--- config.mk ---
export PLATFORM = sky130hd
export DESIGN_NAME = decode_bundle_sender_flat
export DESIGN_NICKNAME = d
export VERILOG_FILES = /design/src/rtl/fe_pkg.sv /design/src/rtl/decode_bundle_sender_if.sv /design/src/rtl/bundle_compactor.sv /design/src/rtl/decode_bundle_sender.sv /design/src/flat_wrapper.sv
export SDC_FILE = /design/constraint.sdc
export NUM_CORES = 1
export LEC_CHECK = 0
export CAP_MARGIN = 30
export CORE_UTILIZATION = 45
export CTS_CLUSTER_DIAMETER = 50
export CTS_CLUSTER_SIZE = 12
export DETAILED_ROUTE_END_ITERATION = 6
export PLACE_DENSITY = 0.84
export SETUP_SLACK_MARGIN = 0.15
export SLEW_MARGIN = 30
export SYNTH_ARGS = -nofsm -noshare
export SYNTH_HDL_FRONTEND = slang
export SYNTH_SLANG_ARGS = --single-unit
--- constraint.sdc ---
create_clock -name clk -period 30 [get_ports clk]
set_clock_uncertainty 0.05 [all_clocks]
set_input_delay 6 -clock clk [delete_from_list [all_inputs] [get_ports clk]]
set_output_delay 6 -clock clk [all_outputs]
set_load 0.02 [all_outputs]
--- src/rtl/fe_pkg.sv ---
// fe_pkg: front-end constants and the decoded-bundle type shared by Decode and the instruction buffer.
package fe_pkg;
  localparam int DEC_PKT_W = 32;
  localparam int FETCH_WIDTH = 8;
  localparam int CTI_OFS = 28;
  typedef struct packed {
    logic [FETCH_WIDTH-1:0] vector;
    logic [FETCH_WIDTH*DEC_PKT_W-1:0] pkts;
  } dec_bundle_t;
  function automatic logic isContiguous(input logic [FETCH_WIDTH-1:0] v);
    logic [FETCH_WIDTH-1:0] vp;
    vp = v + 1'b1;
    return ~|(v & vp);
  endfunction
endpackage

--- src/rtl/decode_bundle_sender_if.sv ---
// decode_bundle_sender_if: Decode-side bundle handshake plus instruction-buffer write port.
interface decode_bundle_sender_if #(
    parameter int FETCH_WIDTH = fe_pkg::FETCH_WIDTH,
    parameter int PKT_W = fe_pkg::DEC_PKT_W,
    parameter int DEPTH = 2
);
    logic flush_i;
    logic bundle_valid_i;
    logic [FETCH_WIDTH-1:0] bundle_vector_i;
    logic [FETCH_WIDTH*PKT_W-1:0] bundle_pkts_i;
    logic bundle_ready_o;
    logic stall_fetch_i;
    logic decode_ready_o;
    logic [FETCH_WIDTH-1:0] decoded_vector_o;
    logic [FETCH_WIDTH*PKT_W-1:0] decoded_pkts_o;
    logic [$clog2(DEPTH):0] occupancy_o;
    modport master(output flush_i, bundle_valid_i, bundle_vector_i, bundle_pkts_i, stall_fetch_i,
                   input bundle_ready_o, decode_ready_o, decoded_vector_o, decoded_pkts_o, occupancy_o);
    modport slave(input flush_i, bundle_valid_i, bundle_vector_i, bundle_pkts_i, stall_fetch_i,
                  output bundle_ready_o, decode_ready_o, decoded_vector_o, decoded_pkts_o, occupancy_o);
endinterface

--- src/rtl/bundle_compactor.sv ---
// bundle_compactor: packs valid lanes down to lanes 0..n-1 in ascending order.
module bundle_compactor #(
    parameter int FETCH_WIDTH = fe_pkg::FETCH_WIDTH,
    parameter int PKT_W = fe_pkg::DEC_PKT_W
) (
    input  logic [FETCH_WIDTH-1:0] inVector,
    input  logic [FETCH_WIDTH*PKT_W-1:0] inPkts,
    output logic [FETCH_WIDTH-1:0] outVector,
    output logic [FETCH_WIDTH*PKT_W-1:0] outPkts
);
    logic [$clog2(FETCH_WIDTH)-1:0] pos;
    // pos is the running prefix popcount: the output lane for the next valid input lane
    always_comb begin
        outVector = '0;
        outPkts = '0;
        pos = '0;
        for (int i = 0; i < FETCH_WIDTH; i++) begin
            if (inVector[i]) begin
                outPkts[pos*PKT_W +: PKT_W] = inPkts[i*PKT_W +: PKT_W];
                outVector[pos] = 1'b1;
                pos = pos + 1'b1;
            end
        end
    end
endmodule

--- src/rtl/decode_bundle_sender.sv ---
// decode_bundle_sender: skid queue of decoded bundles feeding the instruction buffer under stallFetch.
// Define DECODE_COMPACT_EN to compact sparse lane vectors on enqueue.
module decode_bundle_sender
    import fe_pkg::*;
#(
    parameter int FETCH_WIDTH = fe_pkg::FETCH_WIDTH,
    parameter int PKT_W = fe_pkg::DEC_PKT_W,
    parameter int DEPTH = 2
) (
    input logic clk,
    input logic reset,
    decode_bundle_sender_if.slave bus
);
    localparam int PW = $clog2(DEPTH);
    logic [PW-1:0] rdPtr, wrPtr;
    logic [PW:0] count;
    dec_bundle_t slots [DEPTH];
    dec_bundle_t inBundle, head;
    logic ready, nonEmpty, enq, deq;
`ifdef DECODE_COMPACT_EN
    bundle_compactor #(.FETCH_WIDTH(FETCH_WIDTH), .PKT_W(PKT_W)) compactor (
        .inVector(bus.bundle_vector_i),
        .inPkts(bus.bundle_pkts_i),
        .outVector(inBundle.vector),
        .outPkts(inBundle.pkts)
    );
`else
    assign inBundle.vector = bus.bundle_vector_i[FETCH_WIDTH-1:0];
    assign inBundle.pkts = bus.bundle_pkts_i[FETCH_WIDTH*PKT_W-1:0];
    assert property (@(posedge clk) disable iff (reset) enq |-> isContiguous(bus.bundle_vector_i));
`endif
    assign ready = count < (PW+1)'(DEPTH);
    assign nonEmpty = count != '0;
    assign enq = bus.bundle_valid_i & ready & |bus.bundle_vector_i & ~bus.flush_i;
    assign deq = nonEmpty & ~bus.stall_fetch_i;
    assign head = slots[rdPtr];
    assign bus.bundle_ready_o = ready;
    assign bus.decode_ready_o = nonEmpty;
    assign bus.decoded_vector_o = nonEmpty ? head.vector : '0;
    assign bus.decoded_pkts_o = head.pkts;
    assign bus.occupancy_o = count;
    // slots are cleared with the pointers so a flushed head never leaks onto the packet bus
    always_ff @(posedge clk) begin
        if (reset || bus.flush_i) begin
            rdPtr <= '0;
            wrPtr <= '0;
            count <= '0;
            for (int i = 0; i < DEPTH; i++) slots[i] <= '0;
        end else begin
            if (enq) begin
                slots[wrPtr] <= inBundle;
                wrPtr <= wrPtr + 1'b1;
            end
            if (deq) rdPtr <= rdPtr + 1'b1;
            count <= count + {{PW{1'b0}}, enq} - {{PW{1'b0}}, deq};
        end
    end
    assert property (@(posedge clk) disable iff (reset)
        !(bus.bundle_valid_i && |bus.bundle_vector_i && !bus.flush_i && !ready));
endmodule
--- src/flat_wrapper.sv ---
// flat-port wrapper written by rule: the top's interface ports become plain ports
module decode_bundle_sender_flat import fe_pkg::*;
#(
    parameter int FETCH_WIDTH = fe_pkg::FETCH_WIDTH,
    parameter int PKT_W = fe_pkg::DEC_PKT_W,
    parameter int DEPTH = 2
)
  (clk, reset, bus_flush_i, bus_bundle_valid_i, bus_bundle_vector_i, bus_bundle_pkts_i, bus_stall_fetch_i, bus_bundle_ready_o, bus_decode_ready_o, bus_decoded_vector_o, bus_decoded_pkts_o, bus_occupancy_o);
  decode_bundle_sender_if #(.FETCH_WIDTH(FETCH_WIDTH), .PKT_W(PKT_W), .DEPTH(DEPTH)) bus_i ();
  input logic clk;
  input logic reset;
  input wire logic [$bits(bus_i.flush_i)-1:0] bus_flush_i;
  input wire logic [$bits(bus_i.bundle_valid_i)-1:0] bus_bundle_valid_i;
  input wire logic [$bits(bus_i.bundle_vector_i)-1:0] bus_bundle_vector_i;
  input wire logic [$bits(bus_i.bundle_pkts_i)-1:0] bus_bundle_pkts_i;
  input wire logic [$bits(bus_i.stall_fetch_i)-1:0] bus_stall_fetch_i;
  output wire logic [$bits(bus_i.bundle_ready_o)-1:0] bus_bundle_ready_o;
  output wire logic [$bits(bus_i.decode_ready_o)-1:0] bus_decode_ready_o;
  output wire logic [$bits(bus_i.decoded_vector_o)-1:0] bus_decoded_vector_o;
  output wire logic [$bits(bus_i.decoded_pkts_o)-1:0] bus_decoded_pkts_o;
  output wire logic [$bits(bus_i.occupancy_o)-1:0] bus_occupancy_o;
  assign bus_i.flush_i = bus_flush_i;
  assign bus_i.bundle_valid_i = bus_bundle_valid_i;
  assign bus_i.bundle_vector_i = bus_bundle_vector_i;
  assign bus_i.bundle_pkts_i = bus_bundle_pkts_i;
  assign bus_i.stall_fetch_i = bus_stall_fetch_i;
  assign bus_bundle_ready_o = bus_i.bundle_ready_o;
  assign bus_decode_ready_o = bus_i.decode_ready_o;
  assign bus_decoded_vector_o = bus_i.decoded_vector_o;
  assign bus_decoded_pkts_o = bus_i.decoded_pkts_o;
  assign bus_occupancy_o = bus_i.occupancy_o;
  decode_bundle_sender #(.FETCH_WIDTH(FETCH_WIDTH), .PKT_W(PKT_W), .DEPTH(DEPTH)) u_core (.clk(clk), .reset(reset), .bus(bus_i));
endmodule
======== Yosys cells after proc, flatten, opt, wreduce, memory -nomap -nowiden ========
Memory sizes are Yosys's and may differ from the RTL's. A register that Yosys moved wholly into a read port is not among the register bits.
Index checks and enable logic that the tools add are counted.
cells by class
  mux-type cells .......................... 11
  order comparisons ....................... 1
  reduce and logical (&&, ||, !) cells .... 4
  bitwise logic cells ..................... 6
  shift-type cells ........................ 0
  multiply operators ...................... 0
  divide/modulo/power cells ............... 0
  equal/unequal tests ..................... 0
  $add $sub $neg .......................... 4
operators with widths
  cell                                                count
  264-bit two-way mux                                 1
  264-bit OR reduction                                1
  1-bit two-way mux                                   9
  8-bit two-way mux                                   1
  8-bit OR reduction                                  1
  1-bit bitwise AND                                   4
  1-bit adder (second input constant)                 2
  2-bit by 1-bit adder with 2-bit output              1
  2-bit less-than comparator (second input constant)  1
  1-bit inverter                                      2
  2-bit nonzero test                                  1
  2-bit by 1-bit subtractor with 2-bit output         1
  1-bit logical OR                                    1
storage, ports and cells
  memory bits (read-only) ................. 0
  register bits after elaboration ......... 4
  memories ................................ 1
  latch bits .............................. 0
  bits in writable memories ............... 528
memory list
  memory        depth  bits a word  read ports  clocked after Yosys merged registers in  write ports  line                        source
  u_core.slots  2      264          1           1                                        2            decode_bundle_sender.sv:17  dec_bundle_t slots [DEPTH];

======== Longest topological paths before layout ========
  word-level depth ........................ 9
  depth in mapped cells ................... 6
  depth with buffers taken out ............ 6

======== Least setup slack after synthesis ========
Ideal clock, no wire load.
  path kind ............................... input to register
  start point ............................. in bus_flush_i
  end point ............................... mem u_core.slots[0][0] (netlist name), enable pin
  setup time .............................. 1254 ps
  slack ................................... 3595 ps
  arrival ................................. 25101 ps
  stages .................................. 4
  cell sequence ........................... nor3b_2 -> clkbuf_1 -> nand2_1 -> o21ai_0
RTL lines
  what                line                        source
  start: declaration  flat_wrapper.sv:12          input wire logic [$bits(bus_i.flush_i)-1:0] bus_flush_i;
  end: declaration    decode_bundle_sender.sv:17

==> flow_metrics.env <==
export IMPL_critical_path_max_stage_delay_ns=0.84
export IMPL_slew_headroom=0.3718
export IMPL_hold_viol=0
export IMPL_postCtsSetupRepairBufs=0
export IMPL_cp_required_ns=23.95
export IMPL_drt_iter0_drc=1237
export IMPL_outcome="completed"
export IMPL_clock_insertion_delay_worst_skew_ns=0.60
export IMPL_first_pass_iters=5
export IMPL_drive_above_1_share=0.1807
export IMPL_worstPathArrival_ns=3.49
export IMPL_die_w_um=229.6
export IMPL_cts_root_buf="clkbuf_16"
export IMPL_cts_clk_slew_worst_paths_ns=0.06
export IMPL_die_h_um=229.6
export IMPL_ys_seq_elements=533
export IMPL_seq_area_frac_synth=0.6846
export IMPL_ioPinCount=537
export IMPL_fmax_mhz=104.8
export IMPL_critPathMaxFanout=113
export IMPL_synth_edf_count=528
export IMPL_path_cells="buf_12 > buf_16 > mux2_2 > clkdlybuf4s50_1"
export IMPL_end_kind="primary output"
export IMPL_synth_fp_nets=1779
export IMPL_cts_resized_gates=0
export IMPL_grt_setup_unrepaired="no"
export IMPL_power_density_mw_per_mm2=55.74
export IMPL_setup_viol=0
export IMPL_cts_buffers=57
export IMPL_ys_warn_count=0
export IMPL_synth_cells=1509
export IMPL_grt_pass1_wl_um=87430
export IMPL_min_path_type="flop to flop"
export IMPL_synthDistinctLibCells=28
export IMPL_io_buffer_count=536
export IMPL_drc=0
export IMPL_htree_levels=2
export IMPL_wl_per_cell_um=21.97
export IMPL_drv_cap=0
export IMPL_startpoint_type="flop"
export IMPL_clockBufferDepth=3
export IMPL_via_per_inst=5.454
export IMPL_yosysTopAreaCell="edfxtp_1"
export IMPL_track_usage=0.2159
export IMPL_avgSynthCellArea_um2=15.44
export IMPL_core_area_mm2=0.05120
export IMPL_area_growth_pct=32.17
export IMPL_synthArstFlopShare=0
export IMPL_nFillCells=3743
export IMPL_wirelength_um=59300
export IMPL_most_common_layout_cells="clkdlybuf4s50_1 (536), edfxtp_1 (528), and3_1 (520), mux2_2 (256), clkbuf_16 (59)"
export IMPL_fin_util=0.6017
export IMPL_irDropWorstVdd_mv=0.05812
export IMPL_synth_area_leaders="edfxtp_1 (68%), and3_1 (14%), mux2_2 (12%), clkbuf_1 (1.5%), buf_6 (1.4%)"
export IMPL_final_setup_tns_ns=0
export IMPL_slew_viol_final=0
export IMPL_dp_hpwl_um=36010
export IMPL_grt_max_degree=262
export IMPL_grt_pass1_vias=15190
export IMPL_finalCritPeriodShare=0.3180
export IMPL_gp_congestion=0.8118
export IMPL_drtAntennaViolNets=0
export IMPL_start_util=0.4552
export IMPL_num_rows=83
export IMPL_hold_buffers=0
export IMPL_antenna_found_initial=6
export IMPL_synth_ff_type="edfxtp_1"
export IMPL_cts_tree="yes"
export IMPL_via_count=14720
export IMPL_final_nets=2254
export IMPL_tightest_slew_ns=0.9423
export IMPL_dieArea_mm2=0.05270
export IMPL_numClockSinks=533
export IMPL_synth_area_mm2=0.02331
export IMPL_path_class="flop to primary output"
export IMPL_leakagePower_nw=13.40
export IMPL_min_period_ns=9.541
export IMPL_layout_commonest_cell="clkdlybuf4s50_1"
export IMPL_gr_total_overflow=0
export IMPL_synth_top_area_frac=0.6803
export IMPL_crit_path_top_delay_cell="dfxtp_4"
## cell usage after synthesis (3+ instances only)
cell type,n
edfxtp_1,528
and3_1,520
mux2_2,256
clkbuf_1,92
buf_6,29
buf_2,13
nor2_1,13
and2_1,8
mux2i_1,8
clkbuf_2,6
nand2_1,6
dfxtp_1,5
inv_1,3
nor3_1,3
## where the power goes
group / switching, W / leakage, nW / internal, W
clock network: 0.000282 / 0.835 / 0.000376
logic: 0.0000986 / 6.59 / 0.0000950
registers: 0.0000104 / 5.98 / 0.000856
total: 0.000391 / 13.4 / 0.00133
## state kept, by name, indices dropped and copies added (netlist names), named ones only
| signal | cells |
|---|---|
| u_core.slots | 528 |
| u_core.bus.occupancy_o | 2 |
| u_core.rdPtr | 1 |
| u_core.wrPtr | 1 |
## final timing paths
path | startpoint | end | slack, ns | depth (start not counted)
min reg2reg | u_core.rdPtr | u_core.rdPtr | 0.53 | 2
max | flop | bus_decoded_pkts_o[44] | 20.46 | 4
min | u_core.rdPtr | u_core.rdPtr | 0.53 | 2
max reg2reg | u_core.bus.occupancy_o[1] | u_core.slots[1][260] | 26.07 | 7
## final cells by class
cell class	instances	area, µm²	share of cell area
Timing Repair Buffer	558	5703	0.1851
Clock buffer	70	1528	0.04959
Multi-Input combinational cell	831	6563	0.2130
Antenna cell	5	12.51	0.0004062
Sequential cell	533	15960	0.5181
Clock inverter	19	177.7	0.005768
Tap cell	680	850.8	0.02762
Inverter	3	11.26	0.0003656
## kinds of logic (layout without fill, tap and decap cells)
group	count (synthesis)	count (layout)	share of synthesized area
and+or+nand+nor	556	556	0.1489
DFF	533	533	0.6846
muxes	264	264	0.1271
buffers and inverters	145	650	0.03490
AOI/OAI and AO/OA	7	7	0.002792
xor gates and xnor gates	3	3	0.001128
adders and majority gates	1	1	0.0005368
other	0	5	0
## per-layer routing
metal / GRT usage / up-vias / part of all wire
li1: - / 6750 / -
met1: 0.2578 / 7242 / 0.38
met2: 0.3644 / 568 / 0.50
met3: 0.05802 / 155 / 0.077
met4: 0.09708 / 4 / 0.044
met5: 0 / - / 0.00046
## through the flow
stage | area (µm²) | power (W) | std cells | setup WS [ns] | hold slack [ns]
2_1_floorplan | 23310 | 0.0009848 | 1509 | 3.595 | 0.4684
3_3_place_gp | 28910 | 0.001067 | 2599 | 19.67 | 0.4881
3_5_place_dp | 29000 | 0.001074 | 2602 | 19.64 | 0.5182
4_1_cts | 30700 | 0.001729 | 2691 | 20.28 | 0.5351
5_1_grt | 30800 | 0.001767 | 2698 | 20.20 | 0.5702
6_report | 30800 | 0.001717 | 2699 | 20.46 | 0.5305
## worst max-delay path: cells and delay by family, from the launching register on
family	cells	cell delay [ns]
buf+inv	3	1.34
flops	1	0.84
mux	1	0.44
(Power assumes the default switching activity.)
